File: config.mk
export PLATFORM = sky130hd
export DESIGN_NAME = duck_sprite_engine
export DESIGN_NICKNAME = d
export VERILOG_FILES = /design/src/rtl/duck_pkg.sv /design/src/rtl/duck_sprite_rom.sv /design/src/rtl/duck_sprite_engine.sv
export SDC_FILE = /design/constraint.sdc
export NUM_CORES = 1
export LEC_CHECK = 0
export BUFFER_PORTS_ARGS = -buffer_cell sky130_fd_sc_hd__buf_2
export CORE_MARGIN = 1.5
export CORE_UTILIZATION = 35
export CTS_CLUSTER_SIZE = 8
export DETAILED_ROUTE_END_ITERATION = 7
export PLACE_DENSITY = 0.52
export SLEW_MARGIN = 20
export SYNTH_ARGS = -nofsm -noshare
export SYNTH_HDL_FRONTEND = slang
export SYNTH_SLANG_ARGS = --single-unit
File: constraint.sdc
create_clock -name clk -period 7.35 [get_ports clk]
set_clock_uncertainty 0.15 [all_clocks]
set_input_delay 0.3675 -clock clk [delete_from_list [all_inputs] [get_ports clk]]
set_output_delay 0.3675 -clock clk [all_outputs]
set_load 0.005 [all_outputs]
File: src/rtl/duck_pkg.sv
// duck_pkg: shared state encoding, sprite frame indices, screen defaults and
// the sprite artwork used to fill the sprite ROM.
package duck_pkg;

  typedef enum logic [2:0] {
    ST_IDLE,
    ST_FLY,
    ST_SHOT,
    ST_FALL,
    ST_ESCAPE
  } duck_state_t;

  localparam logic [1:0] FRAME_FLAP_A = 2'd0;
  localparam logic [1:0] FRAME_FLAP_B = 2'd1;
  localparam logic [1:0] FRAME_SHOT   = 2'd2;
  localparam logic [1:0] FRAME_FALL   = 2'd3;

  localparam logic [5:0] TRANSPARENT_DEF = 6'b110011;
  localparam int         H_ACTIVE_DEF    = 640;
  localparam int         V_ACTIVE_DEF    = 480;

  // Artwork for address {frame, row, col}: every 8th column and the
  // bottom-left corner are keyed out, the rest encodes frame/row/col.
  function automatic logic [5:0] sprite_pixel(input logic [11:0] addr);
    logic [1:0] frame;
    logic [4:0] row;
    logic [4:0] col;
    {frame, row, col} = addr;
    if (col[2:0] == 3'd7 || (row == 5'd31 && col == 5'd0)) return TRANSPARENT_DEF;
    return {frame, row[1:0], col[1:0]};
  endfunction

endpackage

File: src/rtl/duck_sprite_rom.sv
// duck_sprite_rom: 4 frames x 32 x 32 x 6-bit sprite store with one-cycle read.
module duck_sprite_rom
  import duck_pkg::*;
(
  input  logic        clk,
  input  logic [11:0] addr,
  output logic [5:0]  data
);

  always_ff @(posedge clk) begin
    data <= sprite_pixel(addr);
  end

endmodule

File: src/rtl/duck_sprite_engine.sv
// duck_sprite_engine: duck flight FSM, per-frame position update and a
// two-stage sprite fetch that overlays the duck on the VGA scan.
module duck_sprite_engine
  import duck_pkg::*;
#(
  parameter int         SPR_W       = 32,
  parameter int         SPR_H       = 32,
  parameter int         H_ACTIVE    = H_ACTIVE_DEF,
  parameter int         V_ACTIVE    = V_ACTIVE_DEF,
  parameter int         X_START     = 0,
  parameter int         Y_START     = 400,
  parameter int         STEP        = 2,
  parameter int         MAX_BOUNCES = 4,
  parameter int         HOLD_FRAMES = 30,
  parameter logic [5:0] TRANSPARENT = TRANSPARENT_DEF
) (
  input  logic       clk,
  input  logic       rst_n,
  input  logic [9:0] hor_count,
  input  logic [9:0] ver_count,
  input  logic       enable,
  input  logic       hit,
  output logic [5:0] rgb_out,
  output logic       draw,
  output logic [9:0] duck_x,
  output logic [9:0] duck_y,
  output logic       escaped
);

  localparam int          CW     = $clog2(SPR_W);
  localparam int          RW     = $clog2(SPR_H);
  localparam int          HW     = $clog2(HOLD_FRAMES + 1);
  localparam logic [10:0] X_MAX  = 11'(H_ACTIVE - SPR_W);
  localparam logic [10:0] Y_MAX  = 11'(V_ACTIVE - SPR_H);
  localparam logic [10:0] STEP_W = 11'(STEP);
  localparam logic [10:0] FALL_W = 11'(2 * STEP);

  duck_state_t   state;
  logic          dx_left, dy_down;
  logic [3:0]    bounces, bounces_nx, flap;
  logic [HW-1:0] hold;
  logic [10:0]   x_w, y_w;
  logic [9:0]    x_nx, y_nx;
  logic          dx_nx, dy_nx, bx, by, tick;

  assign tick = (hor_count == 10'd0) && (ver_count == 10'(V_ACTIVE));
  assign x_w  = {1'b0, duck_x};
  assign y_w  = {1'b0, duck_y};

  // Next flight position with edge clamp and bounce detection on both axes.
  always_comb begin
    x_nx  = duck_x;
    y_nx  = duck_y;
    dx_nx = dx_left;
    dy_nx = dy_down;
    bx    = 1'b0;
    by    = 1'b0;
    if (!dx_left) begin
      if (x_w + STEP_W > X_MAX) begin
        x_nx = X_MAX[9:0]; dx_nx = 1'b1; bx = 1'b1;
      end else x_nx = 10'(x_w + STEP_W);
    end else if (x_w < STEP_W) begin
      x_nx = '0; dx_nx = 1'b0; bx = 1'b1;
    end else x_nx = 10'(x_w - STEP_W);
    if (dy_down) begin
      if (y_w + STEP_W > Y_MAX) begin
        y_nx = Y_MAX[9:0]; dy_nx = 1'b0; by = 1'b1;
      end else y_nx = 10'(y_w + STEP_W);
    end else if (y_w < STEP_W) begin
      y_nx = '0; dy_nx = 1'b1; by = 1'b1;
    end else y_nx = 10'(y_w - STEP_W);
    bounces_nx = bounces + {3'b000, bx} + {3'b000, by};
  end

  always_ff @(posedge clk) begin
    escaped <= 1'b0;
    if (!rst_n) begin
      state   <= ST_IDLE;
      duck_x  <= 10'(X_START);
      duck_y  <= 10'(Y_START);
      dx_left <= 1'b0;
      dy_down <= 1'b0;
      bounces <= '0;
      flap    <= '0;
      hold    <= '0;
    end else begin
      case (state)
        ST_IDLE: if (tick && enable) begin
          duck_x  <= 10'(X_START);
          duck_y  <= 10'(Y_START);
          dx_left <= 1'b0;
          dy_down <= 1'b0;
          bounces <= '0;
          flap    <= '0;
          state   <= ST_FLY;
        end
        // A hit takes priority over a coincident tick, so that frame has no move.
        ST_FLY: if (hit) begin
          hold  <= '0;
          state <= ST_SHOT;
        end else if (tick) begin
          duck_x  <= x_nx;
          duck_y  <= y_nx;
          dx_left <= dx_nx;
          dy_down <= dy_nx;
          bounces <= bounces_nx;
          flap    <= flap + 4'd1;
          if (bounces_nx >= 4'(MAX_BOUNCES)) state <= ST_ESCAPE;
        end
        ST_SHOT: if (tick) begin
          hold <= hold + HW'(1);
          if (hold == HW'(HOLD_FRAMES - 1)) state <= ST_FALL;
        end
        ST_FALL: if (tick) begin
          if (y_w + FALL_W > Y_MAX) begin
            duck_y <= Y_MAX[9:0];
            state  <= ST_IDLE;
          end else duck_y <= 10'(y_w + FALL_W);
        end
        ST_ESCAPE: if (tick) begin
          flap <= flap + 4'd1;
          if (y_w < STEP_W) begin
            duck_y  <= '0;
            escaped <= 1'b1;
            state   <= ST_IDLE;
          end else duck_y <= 10'(y_w - STEP_W);
        end
        default: state <= ST_IDLE;
      endcase
    end
  end

  logic [1:0]    frame;
  logic [CW-1:0] col_off, col;
  logic [RW-1:0] row;
  logic          in_win, win_q, win_qq;
  logic [11:0]   addr_q;
  logic [5:0]    pix;

  always_comb begin
    case (state)
      ST_SHOT: frame = FRAME_SHOT;
      ST_FALL: frame = FRAME_FALL;
      default: frame = flap[3] ? FRAME_FLAP_B : FRAME_FLAP_A;
    endcase
  end

  // Power-of-two width: SPR_W-1-c is the bitwise inverse of c.
  assign col_off = hor_count[CW-1:0] - duck_x[CW-1:0];
  assign col     = dx_left ? ~col_off : col_off;
  assign row     = ver_count[RW-1:0] - duck_y[RW-1:0];
  assign in_win  = (state != ST_IDLE)
                && ({1'b0, hor_count} >= x_w) && ({1'b0, hor_count} < x_w + 11'(SPR_W))
                && ({1'b0, ver_count} >= y_w) && ({1'b0, ver_count} < y_w + 11'(SPR_H));

  always_ff @(posedge clk) begin
    if (!rst_n) begin
      addr_q <= '0;
      win_q  <= 1'b0;
      win_qq <= 1'b0;
    end else begin
      addr_q <= 12'({frame, row, col});
      win_q  <= in_win;
      win_qq <= win_q;
    end
  end

  duck_sprite_rom u_rom (
    .clk  (clk),
    .addr (addr_q),
    .data (pix)
  );

  assign draw    = win_qq && (pix != TRANSPARENT);
  assign rgb_out = draw ? pix : 6'd0;

endmodule

* After elaboration in Yosys (flattened, before gate mapping)
Index checks and enable logic that the tools add are counted.
Cells by class: $add $sub $neg 13, order comparisons 10, equal/unequal tests 21, multiplexer cells 62, bitwise gates (word level) 1, reductions and logical operators 23
Operators with widths (number):
- $mux 10 | 15
- $pmux 10 s4 | 1
- $mux 3 | 10
- $add 10x2->11 const B | 2
- $add 10x6->11 const B | 2
- $gt 11x9->1 const B | 2
- $lt 10x11->1 | 2
- $ge 10x10->1 | 2
- $lt 10x2->1 const B | 2
- $mux 4 | 5
- $ne 2x2->1 const B | 10
- $pmux 10 s2 | 1
- $sub 10x2->10 const B | 2
- $mux 6 | 3
- $mux 1 | 17
- $mux 5 | 3
- $pmux 3 s5 | 1
- $pmux 4 s3 | 1
- $add 10x3->11 const B | 1
- $gt 11x10->1 const B | 1
- $eq 10x9->1 const B | 1
- $eq 5x5->1 const B | 2
- $logic_not 10->1 | 1
- $pmux 5 s2 | 1
- other kinds (25) | 42
Storage, ports and cells: bits in registers 59, input bits 24, output and inout port bits 28, logic and storage cells 143

* Logic depth before layout (Yosys ltp)
depth after elaboration 11, gate-level depth with buffers 17, gate-level depth less buffers 16

* Hierarchy
A second synthesis with hierarchy kept.
Second synthesis, totals: cell total of the unflattened synthesis 603, area, all modules 4803.4 µm²
By module, submodules not included:
- duck_sprite_engine | times used 1, cells each 582, area each 4573.1 µm², seq. area each 1041.0 µm²
- duck_sprite_rom | times used 1, cells each 21, area each 230.2 µm², seq. area each 120.1 µm²

* Worst setup path after synthesis
Ideal clock, no wire load.
kind register to register, start register duck_y[1], end register state[1], setup time 115 ps, arrival time 3350 ps, required time 7085 ps, setup slack 3734 ps, cell stages (with the launch flop) 16, buffers on the path 0, clock period less this slack 3616 ps, cells stage by stage dfxtp_1 -> inv_1 -> ha_1 -> nor3b_1 -> nand3_1 -> o31ai_1 -> o211ai_1 -> inv_1 -> nor2_1 -> fa_1 -> ha_1 -> a31oi_1 -> o32ai_1 -> a221oi_2 -> o21ai_1 -> a31o_1
Between the ends: cells in the longest elaborated chain, start to end 8, elaborated cells between the ends (all ways) 14, those cells by class add/sub (3); order compare (4); eq/ne (3); mux (3); reduce/logical (1)
Ends and longest elaborated chain:
- start: declaration | RTL line duck_sprite_engine.sv:26 | output logic [9:0] duck_y,
- start signal: assignment | RTL line duck_sprite_engine.sv:80 | duck_y <= 10'(Y_START);
- start signal: assignment | RTL line duck_sprite_engine.sv:90 | duck_y <= 10'(Y_START);
- start signal: assignment | RTL line duck_sprite_engine.sv:103 | duck_y <= y_nx;
- $add 10x2->11
- $gt 11x9->1 | RTL line duck_sprite_engine.sv:66 | if (y_w + STEP_W > Y_MAX) begin
- $mux 1 | RTL line duck_sprite_engine.sv:66
- $mux 1 | RTL line duck_sprite_engine.sv:65 | if (dy_down) begin
- $add 4x1->4 | RTL line duck_sprite_engine.sv:72 | bounces_nx = bounces + {3'b000, bx} + {3'b000, by};
- $ge 4x3->1 | RTL line duck_sprite_engine.sv:108 | if (bounces_nx >= 4'(MAX_BOUNCES)) state <= ST_ESCAPE;
- $ne 3x3->1 (no source line)
- $reduce_and 9->1 (no source line) (*)
- end signal: assignment | RTL line duck_sprite_engine.sv:78 | state <= ST_IDLE;
- end signal: assignment | RTL line duck_sprite_engine.sv:108
- end signal: assignment | RTL line duck_sprite_engine.sv:112 | if (hold == HW'(HOLD_FRAMES - 1)) state <= ST_FALL;
- end: declaration | RTL line duck_sprite_engine.sv:38 | duck_state_t state;
Mark *: on every way between the ends. The rest lies on a longest branch, timed or not. A chain may end at the register's enable or synchronous reset.

* Worst setup path after layout
Ends and elaborated chain as after synthesis.

==> impl_metrics.toml <==
[pwr]
powerDensity_nw_per_um2 = 159
p_leak_nw = 2.17
peakVddDrop_uv = 95.4

[sta]
slew_violations = 0
whs_ns = 0.240
fmaxAchievable_mhz = 239
post-route-min-period_ns = 4.18
setup_tns_ns = 0
hold_viol = 0
fin_crit_sh = 0.569
grt_setup_unrepaired = "false"
worst_pin_slew_ns = 0.987
slew_headroom = 0.337
finalSetupViolCount = 0

[critical_path]
startpoint_type = "register"
critical_path_class = "register to register"
cp_cell_sequence = "inv_1, ha_1, nor3b_1, nand3_1, o31ai_1, o211ai_1, inv_1, nor2_1, fa_1, ha_1, a31oi_1, o32ai_1, a221oi_2, o21ai_1, a31o_1"
cpPeakStageDelay_ns = 0.58
worstPathRequired_ns = 7.43
slowest_stage = "dfxtp_1"
worstSetupEndpointType = "register"
worst_ep_arrival_time_ns = 4.26
worstRegToRegCells = 15
cp_max_fo = 11

[worst_hold_path]
hold-path-cell-count = 3
hp-class = "primary input to register"

[grt]
grt_pass1_vias = 4517
antenna_found_initial = 0
grt_pass1_wl_mm = 22.9
grt_overflow = 0
groute.usage.overall = 0.199
grt_max_degree = 54

[synth]
synth_nets = 696
synth_xor_area_frac = 0.0574
ys_seq_area_frac = 0.238
synthSimpleGateAreaFrac = 0.259
postSynth.asyncResetShare = 0
synth_compound_area_frac = 0.239
synth_area_um2 = 4880
synth-adder-area-share = 0.130
synth_top_family_by_area = "simple AND/OR/NAND/NOR gates"
ys.flop_type = "dfxtp_1"
muxShareOfSynthArea = 0.0131
synth_cell_types = 82
synthCells = 623
synth_warnings = 0
ys_seq_elements = 58
synth_edf_count = 0
synth_area_per_cell_um2 = 7.84

[clock_network]
cts.sinks = 58
cts_tree = "built"
htree_num_levels = 3
cts_buffers = 9
clk_latency_ns = 0.34
postCtsSetupBuffers = 0
cts_resized = 0
root_buffer = "clkbuf_16"
cts_hold_buf = 0
clkSlewWorstSetupHoldPaths_ns = 0.05
clock_path_buffers = 2

[routing]
vias_per_cell = 5.74
drt-initial-drc-count = 323
routedWlPerCell_um = 16.8
drc = 0
firstDrtPassIters = 7
wirelength_mm = 13.9
num_vias = 4750
ant_nets = 0

[die]
die_x_um = 121
rows = 42
dieHeight_um = 121
ios = 52
die_area_um2 = 14700
core_area_um2 = 13500
initial_core_util = 0.363

[placement]
portBuffers = 50
gp_congestion = 0.890
dp_hpwl_mm = 10.4
dpl-instance-area_um2 = 5170

[final_layout]
antenna_cells = 0
fin_area_um2 = 5530
drive_gt1_frac = 0.124
area_growth_pct = 13.2
final_cell_mix = "dfxtp_1 (58), buf_2 (50), ha_1 (46)"
mostFrequentLayoutCell = "dfxtp_1"
layout.nets = 720

[job]
maxCapViolations = 0

[status]
outcome = "complete, no violations"
## stage by stage
step | util | total power [mW] | instances | worst slack (ns)
floorplan | - | 0.362 | 623 | 3.73
global placement | 0.384 | 0.380 | 812 | 3.33
detailed placement | 0.384 | 0.381 | 812 | 3.26
CTS | 0.411 | 0.887 | 828 | 3.21
global route | 0.411 | 0.910 | 828 | 2.86
finish | 0.411 | 0.876 | 828 | 3.17
## kinds of logic after synthesis
| group | after synthesis |
|---|---|
| xor+xnor | 32 |
| flops | 58 |
| fa+ha+maj | 49 |
| compound gates | 172 |
| mux | 5 |
| simple gates | 236 |
| buf+inv | 69 |
| other cells | 2 |
## state kept, by name, summed over array words and instances, names as in the netlist
signal / count
dx_left: 1
flap: 4
bounces: 4
hold: 5
dy_down: 1
duck_x: 9
state: 3
escaped: 1
addr_q: 12
win_qq: 1
win_q: 1
duck_y: 10
u_rom.data: 6
## final timing paths
| kind | startpoint | to | slack [ns] |
|---|---|---|---|
| worst min register to register | win_q$_SDFF_PN0_ | win_qq$_SDFF_PN0_ | 0.28 |
| worst max-delay path | duck_y[1]$_SDFFE_PN0P_ | state[1]$_SDFFE_PN0P_ | 3.17 |
| worst min-delay path | hor_count[0] | addr_q[0]$_SDFF_PN0_ | 0.24 |
| worst max register to register | duck_y[1]$_SDFFE_PN0P_ | state[1]$_SDFFE_PN0P_ | 3.17 |
## worst max-delay path: cells and delay by family (launching register included)
kind,cells,cell delay (ns)
AOI/OAI and AO/OA,7,1.54
buffers and inverters,2,0.35
and+or+nand+nor,3,0.39
DFF,1,0.58
adders and majority gates,3,1.06
## cell type report
type | count | area [um^2]
sequential | 58 | 1160
clock inverter | 5 | 100
clock buffer | 11 | 253
inverter | 31 | 116
tap | 176 | 220
multi-input combinational | 496 | 3420
fill | 1427 | 7930
timing repair buffer | 51 | 258
## report_power, final
| group | internal [mW] | switching [mW] |
|---|---|---|
| Combinational | 0.0239 | 0.0285 |
| Sequential | 0.320 | 0.00196 |
| Clock | 0.348 | 0.154 |
| Total | 0.692 | 0.184 |
## cell usage after synthesis, types with 8 or more instances
cell	n	area share
a21boi_0	9	0.014
a21oi_1	30	0.031
a31oi_1	13	0.017
and2_1	19	0.024
buf_2	8	0.0082
clkbuf_1	22	0.017
dfxtp_1	58	0.24
ha_1	46	0.12
inv_1	29	0.022
nand2_1	43	0.033
nand2b_1	8	0.010
nand3_1	27	0.028
nand4_1	11	0.014
nor2_1	45	0.035
nor2b_1	16	0.021
nor3_1	20	0.021
o21ai_0	40	0.041
xnor2_1	23	0.041
xor2_1	9	0.016
## per-layer routing
layer,part of all wire,vias to the layer above,track usage
li1,-,2329,-
met1,0.47,2264,0.265
met2,0.46,142,0.320
met3,0.051,15,0.0371
met4,0.014,0,0.0735
met5,0,-,0
(Power assumes the default switching activity.)
